File: src/rtl/eca_pkg.sv
// Shared constants and pure helper functions for the ECA renderer.
// Rows are carried at MAX_W bits; callers zero-extend and truncate to their own width.
package eca_pkg;

    localparam int H_VISIBLE = 640;
    localparam int V_VISIBLE = 480;
    localparam int MAX_W     = 160;

    localparam logic [15:0] LFSR_INIT = 16'hACE1;
    localparam logic [7:0]  RULE_INIT = 8'd30;

    // Bit i of the rule index is {left, self, right}; left is the lower x neighbour.
    function automatic logic [MAX_W-1:0] eca_next(
        input logic [MAX_W-1:0] row,
        input logic [7:0]       rule,
        input logic             wrap,
        input logic [7:0]       w
    );
        logic [MAX_W-1:0] mask;
        logic [MAX_W-1:0] cur;
        logic [MAX_W-1:0] lft;
        logic [MAX_W-1:0] rgt;
        logic [MAX_W-1:0] nxt;
        mask = ~({MAX_W{1'b1}} << w);
        cur  = row & mask;
        lft  = cur << 1;
        lft[0] = wrap & cur[w - 8'd1];
        rgt  = cur >> 1;
        rgt[w - 8'd1] = wrap & cur[0];
        for (int i = 0; i < MAX_W; i++) begin
            nxt[i] = rule[{lft[i], cur[i], rgt[i]}];
        end
        return nxt & mask;
    endfunction

    function automatic logic [MAX_W-1:0] eca_seed_centre(input logic [7:0] w);
        logic [MAX_W-1:0] s;
        s = '0;
        s[w >> 1] = 1'b1;
        return s;
    endfunction

endpackage

File: src/rtl/eca_lfsr16.sv
// Free-running 16-bit Fibonacci LFSR (taps 16,14,13,11) used for random seeds.
import eca_pkg::*;

module eca_lfsr16 (
    input  logic        clk,
    input  logic        reset,
    output logic [15:0] q
);

    always_ff @(posedge clk) begin
        if (reset) begin
            q <= LFSR_INIT;
        end else begin
            q <= {q[14:0], q[15] ^ q[13] ^ q[12] ^ q[10]};
        end
    end

endmodule

File: src/rtl/eca_vga_renderer.sv
// Elementary cellular automaton renderer: one generation per cell row, one pixel per clk.
// Optional macro ECA_SCROLL_EN: frame_row evolves each frame so the image scrolls up.
import eca_pkg::*;

module eca_vga_renderer #(
    parameter int         GRID_W   = 100,
    parameter int         LOG_CELL = 2,
    parameter bit         WRAP     = 1'b0,
    parameter logic [5:0] FG_RGB   = 6'h3F,
    parameter logic [5:0] BG_RGB   = 6'h00
) (
    input  logic        clk,
    input  logic        reset,
    input  logic [9:0]  hpos,
    input  logic [9:0]  vpos,
    input  logic        display_on,
    input  logic [7:0]  rule,
    input  logic        seed_rand,
    input  logic        restart,
    output logic [5:0]  rgb,
    output logic [15:0] frame_count
);

    localparam int CELL    = 1 << LOG_CELL;
    localparam int GRID_PX = GRID_W * CELL;
    localparam int PAD_L   = (H_VISIBLE - GRID_PX) / 2;
    localparam int XW      = (GRID_W > 1) ? $clog2(GRID_W) : 1;

    localparam logic [9:0] GX0       = 10'(PAD_L);
    localparam logic [9:0] GX1       = 10'(PAD_L + GRID_PX);
    localparam logic [9:0] LINE_END  = 10'(H_VISIBLE);
    localparam logic [9:0] LAST_LINE = 10'(V_VISIBLE - 1);
    localparam logic [9:0] CELL_M    = 10'(CELL - 1);

    logic [15:0]       lfsr_q;
    logic [GRID_W-1:0] cur_row;
    logic [GRID_W-1:0] frame_row;
    logic [GRID_W-1:0] cur_next;
    logic [GRID_W-1:0] frame_adv;
    logic [GRID_W-1:0] centre_row;
    logic [GRID_W-1:0] rand_row;
    logic [GRID_W-1:0] seed_row;
    logic [7:0]        rule_q;
    logic              restart_pend;
    logic [9:0]        dx;
    logic [XW-1:0]     cell_x;
    logic              in_grid;
    logic              pix_on;
    logic              line_end;
    logic              frame_ev;
    logic              step_ev;

    eca_lfsr16 u_lfsr (
        .clk   (clk),
        .reset (reset),
        .q     (lfsr_q)
    );

    assign cur_next   = GRID_W'(eca_next(MAX_W'(cur_row), rule_q, WRAP, 8'(GRID_W)));
    assign centre_row = GRID_W'(eca_seed_centre(8'(GRID_W)));
    assign seed_row   = seed_rand ? rand_row : centre_row;

    // Rows wider than the LFSR reuse its 16 bits repeatedly across the grid.
    always_comb begin
        rand_row = '0;
        for (int i = 0; i < GRID_W; i++) begin
            rand_row[i] = lfsr_q[4'(i)];
        end
    end

`ifdef ECA_SCROLL_EN
    assign frame_adv = GRID_W'(eca_next(MAX_W'(frame_row), rule_q, WRAP, 8'(GRID_W)));
`else
    assign frame_adv = frame_row;
`endif

    assign dx      = hpos - GX0;
    assign cell_x  = XW'(dx >> LOG_CELL);
    assign in_grid = display_on && (hpos >= GX0) && (hpos < GX1);
    assign pix_on  = in_grid && cur_row[cell_x];

    // Steps are confined to visible lines so row 0 of every frame is frame_row itself.
    assign line_end = (hpos == LINE_END);
    assign frame_ev = line_end && (vpos == LAST_LINE);
    assign step_ev  = line_end && !frame_ev && (vpos < LAST_LINE) &&
                      ((vpos & CELL_M) == CELL_M);

    always_ff @(posedge clk) begin
        if (reset) begin
            rgb          <= '0;
            frame_count  <= '0;
            rule_q       <= RULE_INIT;
            restart_pend <= 1'b0;
            frame_row    <= centre_row;
            cur_row      <= centre_row;
        end else begin
            rgb          <= pix_on ? FG_RGB : BG_RGB;
            restart_pend <= restart | (restart_pend & ~frame_ev);
            if (frame_ev) begin
                rule_q <= rule;
                if (restart_pend) begin
                    frame_row   <= seed_row;
                    cur_row     <= seed_row;
                    frame_count <= '0;
                end else begin
                    frame_row   <= frame_adv;
                    cur_row     <= frame_adv;
                    frame_count <= frame_count + 16'd1;
                end
            end else if (step_ev) begin
                cur_row <= cur_next;
            end
        end
    end

endmodule
File: config.mk
export PLATFORM = sky130hd
export DESIGN_NAME = eca_vga_renderer
export DESIGN_NICKNAME = d
export VERILOG_FILES = /design/src/rtl/eca_pkg.sv /design/src/rtl/eca_lfsr16.sv /design/src/rtl/eca_vga_renderer.sv
export SDC_FILE = /design/constraint.sdc
export NUM_CORES = 1
export LEC_CHECK = 0
export ABC_CLOCK_PERIOD_IN_PS = 2500
export BUFFER_PORTS_ARGS = -buffer_cell sky130_fd_sc_hd__buf_2
export CAP_MARGIN = 20
export CORE_ASPECT_RATIO = 1.2
export CORE_MARGIN = 2
export CORE_UTILIZATION = 45
export DETAILED_ROUTE_END_ITERATION = 16
export PLACE_DENSITY = 0.62
export SLEW_MARGIN = 25
export SYNTH_ARGS = -nofsm -noshare
export SYNTH_HDL_FRONTEND = slang
export SYNTH_SLANG_ARGS = --single-unit
export TNS_END_PERCENT = 20
File: constraint.sdc
create_clock -name clk -period 2.5 [get_ports clk]
set_clock_uncertainty 0.15 [all_clocks]
set_input_delay 0.125 -clock clk [delete_from_list [all_inputs] [get_ports clk]]
set_output_delay 0.125 -clock clk [all_outputs]
set_load 0.005 [all_outputs]
==> impl_results.html, run 1 <==
<table>
<tr><th>Metric</th><th>Value</th></tr>
<tr><th colspan="2">Run status</th></tr>
<tr><td>Result of the run</td><td>completed</td></tr>
<tr><th colspan="2">Timing</th></tr>
<tr><td>Final Hold Fails</td><td>0</td></tr>
<tr><td>Setup violations, final</td><td>0</td></tr>
<tr><td>Max Fclk</td><td>445.1 MHz</td></tr>
<tr><td>Worst slew slack as a fraction of its limit</td><td>0.5340</td></tr>
<tr><td>Final slew viol count</td><td>0</td></tr>
<tr><td>RSZ-0062 raised after global routing</td><td>no</td></tr>
<tr><td>Worst-Margin Slew</td><td>699.0 ps</td></tr>
<tr><td>PnR worst setup slack</td><td>253.5 ps</td></tr>
<tr><td>Setup total negative slack</td><td>0 ps</td></tr>
<tr><td>Min cycle time layout</td><td>2247 ps</td></tr>
<tr><td>Worst-case hold slack</td><td>12.50 ps</td></tr>
<tr><td>Post-route clock period utilization</td><td>0.8986</td></tr>
<tr><th colspan="2">Routing</th></tr>
<tr><td>Wirelength, routed</td><td>46170 µm</td></tr>
<tr><td>Iteration-0 DRC Markers</td><td>1120</td></tr>
<tr><td>Total via count in the routed design</td><td>12880</td></tr>
<tr><td>Count of nets left with antenna violations after detail routing</td><td>0</td></tr>
<tr><td>Number of iterations in the first detailed-routing pass</td><td>5</td></tr>
<tr><td>Post-detailed-route DRC marker count</td><td>0</td></tr>
<tr><td>Average detailed-routed wire length per instance</td><td>23.36 µm</td></tr>
<tr><td>Vias per inst</td><td>6.520</td></tr>
<tr><th colspan="2">Power and ir drop</th></tr>
<tr><td>Power per standard cell area</td><td>463.0 nW/µm²</td></tr>
<tr><td>Static Leakage</td><td>6.507 nW</td></tr>
<tr><td>Worst supply voltage drop on vdd</td><td>0.4915 mV</td></tr>
<tr><th colspan="2">Critical path</th></tr>
<tr><td>Start-to-end type of the worst setup path</td><td>in -&gt; reg</td></tr>
<tr><td>Buffers and inverters on the worst path</td><td>3</td></tr>
<tr><td>Element type at the critical path end</td><td>flip-flop</td></tr>
<tr><td>Startpoint class of the critical path</td><td>input pin</td></tr>
<tr><td>Critical-path cell with the highest stage delay</td><td>dlygate4sd3_1</td></tr>
<tr><td>Cell Chain, Critical Path</td><td>dlygate4sd3_1, buf_2, nor2b_1, and4_1, buf_4, nand2_4, nor3_4, and2_1, a21o_1</td></tr>
<tr><td>Highest fanout seen on the critical path</td><td>8</td></tr>
<tr><td>Data arrival, critical path</td><td>2610 ps</td></tr>
<tr><td>Cell type group with the largest total delay on the critical path</td><td>simple AND/OR/NAND/NOR gates</td></tr>
<tr><td>Data required time at the worst endpoint</td><td>2860 ps</td></tr>
<tr><td>Slowest cell delay on critical path</td><td>530 ps</td></tr>
<tr><th colspan="2">Synthesis</th></tr>
<tr><td>Cell variety after synth</td><td>65</td></tr>
<tr><td>Cell count after synthesis</td><td>1584</td></tr>
<tr><td>Syn nets</td><td>1619</td></tr>
<tr><td>Post-synthesis sequential element count</td><td>242</td></tr>
<tr><td>Post-synthesis cell type with the largest combined area</td><td>dfxtp_1</td></tr>
<tr><td>Warnings from Yosys</td><td>0</td></tr>
<tr><td>Netlist Area Pre-Place</td><td>16500 µm²</td></tr>
<tr><td>Area fraction of the dominant cell type after synthesis</td><td>0.2935</td></tr>
<tr><td>Fraction of the yosys area taken by sequential cells</td><td>0.2935</td></tr>
<tr><td>Number of enable-type register cells in the synthesized netlist</td><td>0</td></tr>
<tr><td>Fraction of registers with async set/reset</td><td>0</td></tr>
<tr><td>Post-synthesis area per instance</td><td>10.42 µm²</td></tr>
<tr><td>Ranking of synthesized cells by area</td><td>dfxtp_1 (29%), mux4_2 (28%), mux2i_1 (6.7%), clkbuf_1 (5.0%), a21oi_1 (3.4%)</td></tr>
<tr><td>Synth Flop Type</td><td>dfxtp_1</td></tr>
<tr><th colspan="2">GRT</th></tr>
<tr><td>Pin count of the biggest net entering global routing</td><td>107</td></tr>
<tr><td>Number of global-route vias before repair</td><td>12550</td></tr>
<tr><td>GRT overflow</td><td>0</td></tr>
<tr><td>Global Route Usage Sum</td><td>0.2447</td></tr>
<tr><td>Antenna violations before repair</td><td>1</td></tr>
<tr><td>Wire length of the first global-routing pass</td><td>73640 µm</td></tr>
<tr><th colspan="2">Finish</th></tr>
<tr><td>Commonest cells after routing, fill and taps aside</td><td>dfxtp_1 (234), mux4_2 (206), nor2_1 (125)</td></tr>
<tr><td>Layout Nets</td><td>1522</td></tr>
<tr><td>Area of combinational cells with multiple inputs</td><td>10330 µm²</td></tr>
<tr><td>Area grow syn2layout</td><td>9.923%</td></tr>
<tr><td>Number of inserted filler cells in the final layout</td><td>3193</td></tr>
<tr><td>Most common library cell in the layout ignoring fill and taps</td><td>dfxtp_1</td></tr>
<tr><td>Cell Count, Final, Fillers Out</td><td>1976</td></tr>
<tr><td>Share of layout cells above drive strength 1</td><td>0.2898</td></tr>
<tr><td># diodes</td><td>0</td></tr>
<tr><td>Sequential Area</td><td>4855 µm²</td></tr>
<tr><td>Post-route design area</td><td>18140 µm²</td></tr>
<tr><th colspan="2">Floorplanning</th></tr>
<tr><td>Core area</td><td>36040 µm²</td></tr>
<tr><td>Cell row count</td><td>76</td></tr>
<tr><td>Count of boundary I/O pins</td><td>55</td></tr>
<tr><td>Die width</td><td>178.8 µm</td></tr>
<tr><td>Die outline area</td><td>38230 µm²</td></tr>
<tr><td>Initial standard-cell utilization of the core</td><td>0.4580</td></tr>
<tr><td>Die boundary height</td><td>213.8 µm</td></tr>
<tr><th colspan="2">Job</th></tr>
<tr><td>MaxCap Viol Count</td><td>0</td></tr>
<tr><th colspan="2">CTS</th></tr>
<tr><td>Num CTS Buffers</td><td>28</td></tr>
<tr><td>CTS tree</td><td>done</td></tr>
<tr><td>Clock latency on the worst-skew pair</td><td>570 ps</td></tr>
<tr><td>Buffer count from post-CTS setup fixing</td><td>0</td></tr>
<tr><td>Register clock-pin slew on the reported worst setup and hold paths</td><td>60 ps</td></tr>
<tr><td>Buffer type at the clock tree root</td><td>clkbuf_16</td></tr>
<tr><td>Number of clock sinks</td><td>242</td></tr>
<tr><td>Number of H-tree branching levels</td><td>1</td></tr>
<tr><td>Buffers from clock root to sink, at most</td><td>3</td></tr>
<tr><th colspan="2">Place</th></tr>
<tr><td>Weighted congestion at the end of routability-driven global placement</td><td>0.8785</td></tr>
<tr><td>Total placed instance area</td><td>17090 µm²</td></tr>
<tr><td>HPWL after DPL</td><td>28390 µm</td></tr>
<tr><td>Post-placement cell count</td><td>1911</td></tr>
<tr><td>Worst slack, placed</td><td>28.52 ps</td></tr>
<tr><td>Input/output buffers</td><td>54</td></tr>
<tr><th colspan="2">Hold path</th></tr>
<tr><td>Hold/Removal Path Class</td><td>in -&gt; reg</td></tr>
</table>
-- what timing repair did --
| action | in CTS | in global routing |
|---|---|---|
| resized for setup | 0 | 0 |
| hold endpoints to repair | 31 | 0 |
| hold buffers | 14 | 0 |
-- state kept, by name, indices dropped and copies added, names as in the netlist --
register	flops
u_lfsr.q	16
rgb	1
rule_q	8
frame_adv	100
frame_count	16
cur_row	100
restart_pend	1
-- path summary, 6_finish.rpt --
kind	startpoint	end	slack (ps)	cells past startpoint
setup reg to reg	rule_q[7]	cur_row[98]	310	6
hold / removal	vpos[9]	cur_row[50]	10	5
hold reg to reg	u_lfsr.q[14]	u_lfsr.q[15]	270	1
setup / recovery	hpos[8]	frame_adv[80]	250	9
-- cells in the mapped netlist, drive strengths merged, types with 2 or more instances --
cell type and count:
a211o 48, a211oi 54, a21o 53, a21oi 113
a221o 2, a22o 3, a31oi 60, a41oi 3
and2 60, and2b 3, and3 2, and4 2
buf 69, clkbuf 221, dfxtp 242, ha 2
inv 6, mux2 6, mux2i 111, mux4 216
nand2 80, nand2b 2, nand3 8, nand3b 5
nand4 7, nand4b 2, nor2 125, nor2b 11
nor3 12, nor4 2, o211ai 3, o21ai 8
o22ai 2, or2 7, or3 5, xnor2 10
xor2 8
-- area by class of cell --
| type | count | area share |
|---|---|---|
| multi-input cells | 1045 | 0.5695 |
| flip-flops and latches | 242 | 0.2676 |
| repair buffers | 164 | 0.07903 |
| clock buffers | 42 | 0.04428 |
| well taps | 468 | 0.03228 |
| clock inverters | 9 | 0.006000 |
| inverters | 6 | 0.001310 |
-- stage by stage --
stage,utilization,power [W]
after floorplan,-,0.004210
after global placement,0.4742,0.004350
after detailed placement,0.4742,0.004354
after CTS,0.5034,0.008474
after global routing,0.5034,0.008653
final,0.5034,0.008400
-- power by group --
| part | switching, W | total [W] | internal, W |
|---|---|---|---|
| combinational | 0.000246 | 0.000390 | 0.000143 |
| clock | 0.00169 | 0.00411 | 0.00242 |
| sequential | 0.0000234 | 0.00390 | 0.00388 |
| total | 0.00196 | 0.00840 | 0.00644 |
-- kinds of logic (layout without fill, tap and decap cells) --
kind of cell | after synthesis | count (layout) | synth area share
buf+inv | 297 | 221 | 0.08172
simple gates | 335 | 335 | 0.09787
compound gates | 357 | 357 | 0.1469
fa+ha+maj | 2 | 2 | 0.001516
flops | 242 | 242 | 0.2935
xor+xnor | 18 | 18 | 0.01001
mux | 333 | 333 | 0.3684
-- worst min-delay path, cell delays in order --
cell      delay (ps)
buf_2             90
a41oi_1           70
nand2_4          210
nor3_1            90
o21bai_1         120
-- routing by layer --
metal,vias to the layer above,part of all wire,global-route usage
li1,5712,-,-
met1,6543,0.41,0.3307
met2,543,0.49,0.4036
met3,85,0.076,0.03794
met4,0,0.028,0.07850
met5,-,0,0
Power figures use the tool's default switching activity.
==> run 2, diff against run 1 <==
ABC_AREA = 1   (was not set)
SLEW_MARGIN = not set   (was 25)
==> run 2 against run 1 <==
  * Final cell count up 50%
  * First-iteration DRC count increased by 61%
  * Largest power group unchanged
  * Highest routed layer unchanged
  * Critical path depth is 4 higher
  * Sequential share of layout area rose by 0.21 points
  * Critical endpoint is now rgb[4]
  * Worst setup slack lost 140 ps
  * Largest cell class unchanged
  * Sequential cell count unchanged
==> impl_results.html, run 2 <==
<table>
<tr><th>Metric</th><th>Value</th></tr>
<tr><th colspan="2">Synthesis</th></tr>
<tr><td>Area fraction of the dominant cell type after synthesis</td><td>0.2974 (+0.003901)</td></tr>
<tr><td>Post-synthesis area per instance</td><td>6.408 µm² (-39%)</td></tr>
<tr><td>Cell variety after synth</td><td>37 (-43%)</td></tr>
<tr><td>Syn nets</td><td>2577 (+59%)</td></tr>
<tr><td>Fraction of registers with async set/reset</td><td>0 (unchanged)</td></tr>
<tr><td>Post-synthesis sequential element count</td><td>242 (unchanged)</td></tr>
<tr><td>Netlist Area Pre-Place</td><td>16290 µm² (-1.3%)</td></tr>
<tr><td>Fraction of the yosys area taken by sequential cells</td><td>0.2974 (+0.003901)</td></tr>
<tr><td>Synth Flop Type</td><td>dfxtp_1</td></tr>
<tr><td>Cell count after synthesis</td><td>2542 (+60%)</td></tr>
<tr><td>Ranking of synthesized cells by area</td><td>dfxtp_1 (30%), o211ai_1 (18%), nand3_1 (11%), nand2_1 (9.2%), inv_1 (6.4%)</td></tr>
<tr><td>Number of enable-type register cells in the synthesized netlist</td><td>0 (unchanged)</td></tr>
<tr><td>Post-synthesis cell type with the largest combined area</td><td>dfxtp_1</td></tr>
<tr><td>Leading post-synthesis cells by instance count</td><td>nand2_1 (400), o211ai_1 (400), nand3_1 (344), inv_1 (277), dfxtp_1 (242)</td></tr>
<tr><td>Warnings from Yosys</td><td>0 (unchanged)</td></tr>
<tr><th colspan="2">CTS</th></tr>
<tr><td>CTS tree</td><td>done</td></tr>
<tr><td>Buffers from clock root to sink, at most</td><td>3 (unchanged)</td></tr>
<tr><td>Buffer type at the clock tree root</td><td>clkbuf_16</td></tr>
<tr><td>Register clock-pin slew on the reported worst setup and hold paths</td><td>60 ps (about the same)</td></tr>
<tr><td>Clock latency on the worst-skew pair</td><td>580 ps (about the same)</td></tr>
<tr><td>Num CTS Buffers</td><td>28 (unchanged)</td></tr>
<tr><td>Number of H-tree branching levels</td><td>1 (unchanged)</td></tr>
<tr><td>Buffer count from post-CTS setup fixing</td><td>0 (unchanged)</td></tr>
<tr><td>Number of clock sinks</td><td>242 (unchanged)</td></tr>
<tr><th colspan="2">GRT</th></tr>
<tr><td>Global Route Usage Sum</td><td>0.2983 (+0.05363)</td></tr>
<tr><td>Number of global-route vias before repair</td><td>16670 (+33%)</td></tr>
<tr><td>Wire length of the first global-routing pass</td><td>90510 µm (+23%)</td></tr>
<tr><td>Antenna violations before repair</td><td>0 (-1)</td></tr>
<tr><td>Pin count of the biggest net entering global routing</td><td>114 (+6.5%)</td></tr>
<tr><td>GRT overflow</td><td>0 (unchanged)</td></tr>
<tr><th colspan="2">Timing</th></tr>
<tr><td>Setup total negative slack</td><td>0 ps (unchanged)</td></tr>
<tr><td>Worst-Margin Slew</td><td>979.8 ps (+280.9 ps)</td></tr>
<tr><td>Max Fclk</td><td>419.0 MHz (-5.9%)</td></tr>
<tr><td>Min cycle time layout</td><td>2387 ps (+140.3 ps)</td></tr>
<tr><td>Worst slew slack as a fraction of its limit</td><td>0.3468 (-0.1872)</td></tr>
<tr><td>Final Hold Fails</td><td>0 (unchanged)</td></tr>
<tr><td>RSZ-0062 raised after global routing</td><td>no</td></tr>
<tr><td>Setup violations, final</td><td>0 (unchanged)</td></tr>
<tr><td>Final slew viol count</td><td>0 (unchanged)</td></tr>
<tr><td>Post-route clock period utilization</td><td>0.9547 (+0.05611)</td></tr>
<tr><th colspan="2">Power and ir drop</th></tr>
<tr><td>Static Leakage</td><td>6.999 nW (+7.6%)</td></tr>
<tr><td>Flop pwr share</td><td>0.442 (-0.022)</td></tr>
<tr><td>Clk pwr share</td><td>0.506 (+0.017)</td></tr>
<tr><td>Worst supply voltage drop on vdd</td><td>0.5428 mV (+10%)</td></tr>
<tr><td>Gate power share</td><td>0.052 (+0.006)</td></tr>
<tr><td>Total net switching power</td><td>0.002102 W (+7.1%)</td></tr>
<tr><td>Power per standard cell area</td><td>485.8 nW/µm² (+4.9%)</td></tr>
<tr><td>Internal power</td><td>0.006668 W (+3.6%)</td></tr>
<tr><td>Switching share of power</td><td>0.2397 (+0.005986)</td></tr>
<tr><th colspan="2">Floorplanning</th></tr>
<tr><td>Die width</td><td>177.7 µm (-0.64%)</td></tr>
<tr><td>Initial standard-cell utilization of the core</td><td>0.4556 (-0.002400)</td></tr>
<tr><td>Cell row count</td><td>76 (unchanged)</td></tr>
<tr><td>Count of boundary I/O pins</td><td>55 (unchanged)</td></tr>
<tr><td>Die boundary height</td><td>212.4 µm (-0.65%)</td></tr>
<tr><td>Die outline area</td><td>37740 µm² (-1.3%)</td></tr>
<tr><td>Core area</td><td>35750 µm² (-0.79%)</td></tr>
<tr><th colspan="2">Critical path</th></tr>
<tr><td>Critical-path cell with the highest stage delay</td><td>dlygate4sd3_1</td></tr>
<tr><td>Flop-to-flop setup slack</td><td>110 ps (-200 ps)</td></tr>
<tr><td>Cell type group with the largest total delay on the critical path</td><td>simple AND/OR/NAND/NOR gates</td></tr>
<tr><td>Highest fanout seen on the critical path</td><td>9 (+1)</td></tr>
<tr><td>Data arrival, critical path</td><td>2700 ps (+90 ps)</td></tr>
<tr><td>Cell Chain, Critical Path</td><td>inv_2, nand2_1, nand3_1, nand2_1, nand2_1, nand2_1, nor2_1, nand2_1, nand3_1, nand2_1, nand2_1, nor2_1, dlygate4sd3_1</td></tr>
<tr><td>Cell type with the highest occurrence count on the critical path</td><td>nand2_1</td></tr>
<tr><td>Data required time at the worst endpoint</td><td>2820 ps (-40 ps)</td></tr>
<tr><td>Buffers and inverters on the worst path</td><td>2 (-1)</td></tr>
<tr><td>Element type at the critical path end</td><td>flip-flop</td></tr>
<tr><td>Startpoint class of the critical path</td><td>flip-flop</td></tr>
<tr><td>Start-to-end type of the worst setup path</td><td>reg -&gt; reg</td></tr>
<tr><td>Slowest cell delay on critical path</td><td>550 ps (+20 ps)</td></tr>
<tr><th colspan="2">Finish</th></tr>
<tr><td>Post-route design area</td><td>18050 µm² (-0.49%)</td></tr>
<tr><td># diodes</td><td>0 (unchanged)</td></tr>
<tr><td>Commonest cells after routing, fill and taps aside</td><td>nand2_1 (400), o211ai_1 (400), nand3_1 (344)</td></tr>
<tr><td>Cell Count, Final, Fillers Out</td><td>2973 (+50%)</td></tr>
<tr><td>Area grow syn2layout</td><td>10.84%</td></tr>
<tr><td>Area of combinational cells with multiple inputs</td><td>9393 µm² (-9.1%)</td></tr>
<tr><td>Sequential Area</td><td>4870 µm² (+0.31%)</td></tr>
<tr><td>Number of inserted filler cells in the final layout</td><td>3691 (+16%)</td></tr>
<tr><td>Layout Nets</td><td>2518 (+65%)</td></tr>
<tr><td>Share of layout cells above drive strength 1</td><td>0.08303 (-0.2068)</td></tr>
<tr><th colspan="2">Place</th></tr>
<tr><td>Weighted congestion at the end of routability-driven global placement</td><td>0.9058 (+3.1%)</td></tr>
<tr><td>Total placed instance area</td><td>16880 µm² (-1.2%)</td></tr>
<tr><td>Post-placement cell count</td><td>2908 (+52%)</td></tr>
<tr><td>HPWL after DPL</td><td>36730 µm (+29%)</td></tr>
<tr><td>Input/output buffers</td><td>54 (unchanged)</td></tr>
<tr><th colspan="2">Routing</th></tr>
<tr><td>Wirelength, routed</td><td>56910 µm (+23%)</td></tr>
<tr><td>Average detailed-routed wire length per instance</td><td>19.14 µm (-18%)</td></tr>
<tr><td>Number of iterations in the first detailed-routing pass</td><td>8 (+3)</td></tr>
<tr><td>Vias per inst</td><td>6.124 (-6.1%)</td></tr>
<tr><td>Count of nets left with antenna violations after detail routing</td><td>0 (unchanged)</td></tr>
<tr><td>Iteration-0 DRC Markers</td><td>1807 (+61%)</td></tr>
<tr><td>Post-detailed-route DRC marker count</td><td>0 (unchanged)</td></tr>
<tr><td>Total via count in the routed design</td><td>18210 (+41%)</td></tr>
<tr><th colspan="2">Run status</th></tr>
<tr><td>Result of the run</td><td>completed</td></tr>
<tr><th colspan="2">Job</th></tr>
<tr><td>MaxCap Viol Count</td><td>0 (unchanged)</td></tr>
<tr><th colspan="2">Hold path</th></tr>
<tr><td>Hold/Removal Path Class</td><td>in -&gt; reg</td></tr>
</table>
-- run 2: worst paths after layout --
kind,start,endpoint,cells past startpoint
worst max-delay path,cur_row[65],rgb[4],13
worst min-delay path,vpos[4],rule_q[7],5
worst max register to register,cur_row[65],rgb[4],13
worst min register to register,u_lfsr.q[6],u_lfsr.q[7],2
-- run 2: layout make-up --
cell class                      instances  area share
Inverter                              303     0.06508
Tap cell                              468     0.03243
Clock buffer                           38     0.04422
Clock inverter                         14     0.01088
Multi-Input combinational cell       1783      0.5203
Timing Repair Buffer                  125     0.05738
Sequential cell                       242      0.2697
-- run 2: routing by layer --
layer,part of all wire,vias up,GRT usage
met1,0.43,8393,0.4017
met4,0.038,0,0.1232
li1,-,8749,-
met5,0,-,0
met3,0.089,162,0.04328
met2,0.44,903,0.4767
-- run 2: through the flow --
step,utilization,setup slack (ps),power (W),hold slack [ps]
final,0.5049,113.2,0.008770,31.79
after global routing,0.5049,5.091,0.009038,63.26
after CTS,0.5036,61.37,0.008845,15.17
after detailed placement,0.4721,103.1,0.004396,202.7
after global placement,0.4721,193.5,0.004392,195.5
after floorplan,-,880.0,0.004219,92.43
-- run 2: what timing repair did --
item,in CTS,in global routing
hold endpoints to repair,23,0
gates resized for setup,0,22
endpoints found under the setup margin,0,1
hold buffers,13,0
-- run 2: power groups by stage --
| stage | Clock, W | Combinational (W) | Sequential (W) |
|---|---|---|---|
| floorplan | 0 | 0.000253 | 0.00397 |
| global placement | 0 | 0.000428 | 0.00396 |
| detailed placement | 0 | 0.000431 | 0.00397 |
| CTS | 0.00452 | 0.000448 | 0.00388 |
| global route | 0.00467 | 0.000492 | 0.00388 |
| finish | 0.00444 | 0.000454 | 0.00388 |
-- run 2: cell families (layout without fill, tap and decap cells) --
family,count (synthesis),after routing,share of synthesized area
adders and majority gates,2,2,0.001536
AOI/OAI and AO/OA,812,812,0.3145
buffers and inverters,517,480,0.1270
DFF,242,242,0.2974
xor gates and xnor gates,13,13,0.006990
and+or+nand+nor,956,956,0.2526
-- run 2: worst register-to-register path, stage by stage (launching register included) --
cell and delay [ps]:
dfxtp_1 410, inv_2 170, nand2_1 70, nand3_1 100
nand2_1 110, nand2_1 90, nand2_1 60, nor2_1 180
nand2_1 120, nand3_1 80, nand2_1 60, nand2_1 90
nor2_1 50, dlygate4sd3_1 550
==> run 3, diff against run 2 <==
SYNTH_HIERARCHICAL = 1   (was not set)
==> run 3 against run 2 <==
  * Register-to-register slack improved by 320 ps
  * Sequential power about the same
  * Clock-buffer cell count increased by 2
  * Sequential share of layout area decreased by 0.15 points
  * Die area decreased by 0.69%
  * Global-route usage increased by 0.27 points
  * Combinational power increased by 1%
  * Total power decreased by 2.1%
  * Critical path depth decreased by 4
  * Largest power group unchanged
==> impl_results.html, run 3 <==
<table>
<tr><th>Metric</th><th>Value</th></tr>
<tr><th colspan="2">Run status</th></tr>
<tr><td>Result of the run</td><td>completed</td></tr>
<tr><th colspan="2">CTS</th></tr>
<tr><td>Register clock-pin slew on the reported worst setup and hold paths</td><td>60 ps (about the same)</td></tr>
<tr><td>Buffer type at the clock tree root</td><td>clkbuf_16</td></tr>
<tr><td>Buffers from clock root to sink, at most</td><td>3 (unchanged)</td></tr>
<tr><td>Clock latency on the worst-skew pair</td><td>580 ps (about the same)</td></tr>
<tr><td>Number of H-tree branching levels</td><td>1 (unchanged)</td></tr>
<tr><td>CTS tree</td><td>done</td></tr>
<tr><td>Number of clock sinks</td><td>242 (unchanged)</td></tr>
<tr><td>Num CTS Buffers</td><td>29 (+3.6%)</td></tr>
<tr><th colspan="2">Place</th></tr>
<tr><td>Input/output buffers</td><td>54 (unchanged)</td></tr>
<tr><td>HPWL after DPL</td><td>36970 µm (+0.63%)</td></tr>
<tr><td>Weighted congestion at the end of routability-driven global placement</td><td>0.9166 (+1.2%)</td></tr>
<tr><th colspan="2">Routing</th></tr>
<tr><td>Wirelength, routed</td><td>57600 µm (+1.2%)</td></tr>
<tr><td>Post-detailed-route DRC marker count</td><td>0 (unchanged)</td></tr>
<tr><td>Number of iterations in the first detailed-routing pass</td><td>8 (unchanged)</td></tr>
<tr><td>Total via count in the routed design</td><td>18210 (+0.011%)</td></tr>
<tr><td>Count of nets left with antenna violations after detail routing</td><td>0 (unchanged)</td></tr>
<tr><td>Average detailed-routed wire length per instance</td><td>19.47 µm (+1.7%)</td></tr>
<tr><td>Vias per inst</td><td>6.156 (+0.52%)</td></tr>
<tr><td>Iteration-0 DRC Markers</td><td>2056 (+14%)</td></tr>
<tr><th colspan="2">Timing</th></tr>
<tr><td>Worst-case hold slack</td><td>46.13 ps (+14.34 ps)</td></tr>
<tr><td>Setup total negative slack</td><td>0 ps (unchanged)</td></tr>
<tr><td>Setup violations, final</td><td>0 (unchanged)</td></tr>
<tr><td>Max Fclk</td><td>480.5 MHz (+15%)</td></tr>
<tr><td>Worst-Margin Slew</td><td>898.9 ps (-80.99 ps)</td></tr>
<tr><td>Post-route clock period utilization</td><td>0.8326 (-0.1222)</td></tr>
<tr><td>Min cycle time layout</td><td>2081 ps (-305.4 ps)</td></tr>
<tr><td>Final Hold Fails</td><td>0 (unchanged)</td></tr>
<tr><td>Worst slew slack as a fraction of its limit</td><td>0.4008 (+0.05399)</td></tr>
<tr><td>Final slew viol count</td><td>0 (unchanged)</td></tr>
<tr><td>RSZ-0062 raised after global routing</td><td>no</td></tr>
<tr><th colspan="2">Power and ir drop</th></tr>
<tr><td>Gate power share</td><td>0.054 (+0.002)</td></tr>
<tr><td>Worst supply voltage drop on vdd</td><td>0.5735 mV (+5.6%)</td></tr>
<tr><td>Flop pwr share</td><td>0.452 (+0.010)</td></tr>
<tr><td>Static Leakage</td><td>7.332 nW (+4.8%)</td></tr>
<tr><td>Power per standard cell area</td><td>474.1 nW/µm² (-2.4%)</td></tr>
<tr><td>Internal power</td><td>0.006472 W (-2.9%)</td></tr>
<tr><td>Total net switching power</td><td>0.002116 W (+0.70%)</td></tr>
<tr><td>Clk pwr share</td><td>0.494 (-0.012)</td></tr>
<tr><td>Switching share of power</td><td>0.2464 (+0.006750)</td></tr>
<tr><td>Overall power of the completed layout</td><td>0.008589 W (-2.1%)</td></tr>
<tr><th colspan="2">Hold path</th></tr>
<tr><td>Hold/Removal Path Class</td><td>in -&gt; reg</td></tr>
<tr><td>Cell depth of the worst min-delay path</td><td>7 (+2)</td></tr>
<tr><td>Hold_sp</td><td>vpos[3]</td></tr>
<tr><td>Endpoint of the worst hold-timing path</td><td>cur_row[48]</td></tr>
<tr><th colspan="2">Finish</th></tr>
<tr><td>Number of inserted filler cells in the final layout</td><td>3641 (-1.4%)</td></tr>
<tr><td># diodes</td><td>0 (unchanged)</td></tr>
<tr><td>Area grow syn2layout</td><td>12.01%</td></tr>
<tr><td>Layout Nets</td><td>2505 (-0.52%)</td></tr>
<tr><td>Commonest cells after routing, fill and taps aside</td><td>nand2_1 (529), o211ai_1 (401), nand3_1 (340)</td></tr>
<tr><td>Share of layout cells above drive strength 1</td><td>0.08514 (+0.002107)</td></tr>
<tr><td>Most common library cell in the layout ignoring fill and taps</td><td>nand2_1</td></tr>
<tr><th colspan="2">Floorplanning</th></tr>
<tr><td>Die outline area</td><td>37480 µm² (-0.69%)</td></tr>
<tr><td>Initial standard-cell utilization of the core</td><td>0.4535 (-0.002013)</td></tr>
<tr><td>Die width</td><td>177.1 µm (-0.35%)</td></tr>
<tr><td>Cell row count</td><td>76 (unchanged)</td></tr>
<tr><td>Count of boundary I/O pins</td><td>55 (unchanged)</td></tr>
<tr><td>Die boundary height</td><td>211.7 µm (-0.35%)</td></tr>
<tr><td>Core area</td><td>35660 µm² (-0.27%)</td></tr>
<tr><th colspan="2">Critical path</th></tr>
<tr><td>Worst flop-to-flop path startpoint</td><td>cur_row[83]</td></tr>
<tr><td>Data required time at the worst endpoint</td><td>2820 ps (about the same)</td></tr>
<tr><td>Start-to-end type of the worst setup path</td><td>in -&gt; reg</td></tr>
<tr><td>Highest fanout seen on the critical path</td><td>68 (+59)</td></tr>
<tr><td>Data arrival, critical path</td><td>2400 ps (-300 ps)</td></tr>
<tr><td>Flop-to-flop setup slack</td><td>430 ps (+320 ps)</td></tr>
<tr><td>Element type at the critical path end</td><td>flip-flop</td></tr>
<tr><td>Startpoint class of the critical path</td><td>input pin</td></tr>
<tr><td>Number of cells traversed by the worst register-to-register path</td><td>12 (-1)</td></tr>
<tr><td>Reg-to-reg critical path endpoint</td><td>rgb[4]</td></tr>
<tr><td>Critical path startpoint</td><td>reset</td></tr>
<tr><th colspan="2">GRT</th></tr>
<tr><td>Antenna violations before repair</td><td>0 (unchanged)</td></tr>
<tr><td>Pin count of the biggest net entering global routing</td><td>105 (-7.9%)</td></tr>
<tr><td>Number of global-route vias before repair</td><td>16570 (-0.58%)</td></tr>
<tr><td>Wire length of the first global-routing pass</td><td>90910 µm (+0.45%)</td></tr>
<tr><td>Global Route Usage Sum</td><td>0.3011 (+0.002742)</td></tr>
<tr><td>GRT overflow</td><td>0 (unchanged)</td></tr>
<tr><th colspan="2">Synthesis</th></tr>
<tr><td>Synth Flop Type</td><td>dfxtp_1</td></tr>
<tr><td>Post-synthesis sequential element count</td><td>242 (unchanged)</td></tr>
<tr><td>Number of enable-type register cells in the synthesized netlist</td><td>0 (unchanged)</td></tr>
<tr><td>Fraction of registers with async set/reset</td><td>0 (unchanged)</td></tr>
<tr><td>Ranking of synthesized cells by area</td><td>dfxtp_1 (30%), o211ai_1 (19%), nand2_1 (12%), nand3_1 (11%), inv_1 (5.3%)</td></tr>
<tr><td>Syn nets</td><td>2533 (-1.7%)</td></tr>
<tr><td>Post-synthesis cell type with the largest combined area</td><td>dfxtp_1</td></tr>
<tr><td>Count leader, synth</td><td>nand2_1</td></tr>
<tr><td>Fraction of the yosys area taken by sequential cells</td><td>0.2996 (+0.002117)</td></tr>
<tr><td>Warnings from Yosys</td><td>6 (+6)</td></tr>
<tr><td>Cell count after synthesis</td><td>2498 (-1.7%)</td></tr>
<tr><td>Leading post-synthesis cells by instance count</td><td>nand2_1 (530), o211ai_1 (401), nand3_1 (340), dfxtp_1 (242), inv_1 (229)</td></tr>
<tr><td>Area fraction of the dominant cell type after synthesis</td><td>0.2996 (+0.002117)</td></tr>
<tr><td>Post-synthesis area per instance</td><td>6.474 µm² (+1.0%)</td></tr>
<tr><td>Netlist Area Pre-Place</td><td>16170 µm² (-0.71%)</td></tr>
<tr><td>Cell variety after synth</td><td>37 (unchanged)</td></tr>
<tr><th colspan="2">Job</th></tr>
<tr><td>MaxCap Viol Count</td><td>0 (unchanged)</td></tr>
</table>
[run 3: cell types whose count changed after synthesis, moves of 7 or more]
cell,previous run,this run
nor2_1,176,102
clkbuf_1,138,162
buf_1,14,4
o21ai_1,100,31
buf_2,51,31
a31oi_1,31,50
nand2_1,400,530
inv_1,277,229
nand4_4,0,7
[run 3: final cells by class]
| cell class | count | area (µm²) | area share |
|---|---|---|---|
| Tap cell | 468 | 585.6 | 0.03232 |
| Sequential cell | 242 | 4860 | 0.2683 |
| Multi-Input combinational cell | 1784 | 9450 | 0.5217 |
| Clock buffer | 40 | 847.1 | 0.04676 |
| Inverter | 260 | 975.9 | 0.05387 |
| Timing Repair Buffer | 153 | 1304 | 0.07197 |
| Clock inverter | 11 | 93.84 | 0.005180 |
[run 3: timing repair]
item,CTS,global route
gates resized for setup,0,0
setup buffers,0,0
endpoints found under the hold margin,29,0
hold buffers,16,0
[run 3: metrics by stage]
stage | utilization | area, µm² | instances | setup slack [ps]
global placement | 0.4772 | 17020 | 2891 | 16.95
global route | 0.5080 | 18120 | 2958 | 272.0
floorplan | - | 16170 | 2498 | 871.2
detailed placement | 0.4772 | 17020 | 2891 | 67.53
finish | 0.5080 | 18120 | 2958 | 418.6
CTS | 0.5080 | 18120 | 2958 | 373.2
[run 3: worst max path at each step]
stage                  endpoint
floorplan                rgb[4]
global placement    cur_row[85]
detailed placement   cur_row[5]
CTS                  cur_row[5]
global route             rgb[4]
finish                   rgb[4]
[run 3: metal layers]
| metal | share of wire | up-vias | track usage |
|---|---|---|---|
| met1 | 0.42 | 8370 | 0.3998 |
| li1 | - | 8714 | - |
| met3 | 0.090 | 180 | 0.04382 |
| met2 | 0.44 | 945 | 0.4790 |
| met4 | 0.045 | 0 | 0.1425 |
| met5 | 0 | - | 0 |
[run 3: cell families (layout without fill, tap and decap cells)]
group           count (synthesis)  in the layout  synth area share
flops                         242            242            0.2996
fa+ha+maj                       2              2          0.001547
simple gates                 1014           1014            0.2748
compound gates                758            758            0.3018
xor+xnor                       10             10          0.005416
buf+inv                       472            464            0.1169
[run 3: worst max-delay path, cell delays in order]
cell           delay [ps]
dlygate4sd3_1         530
buf_2                 150
inv_2                 140
buf_12                320
nand2_1                90
nor2_1                110
dlygate4sd3_1         560
nand2_1                60
nor2_1                250
[run 3: power by group through the flow]
stage | clock network, W | logic, W | registers (W)
global route | 0.00445 | 0.000501 | 0.00389
detailed placement | 0 | 0.000437 | 0.00397
CTS | 0.00431 | 0.000456 | 0.00389
finish | 0.00424 | 0.000460 | 0.00389
global placement | 0 | 0.000439 | 0.00397
floorplan | 0 | 0.000263 | 0.00397
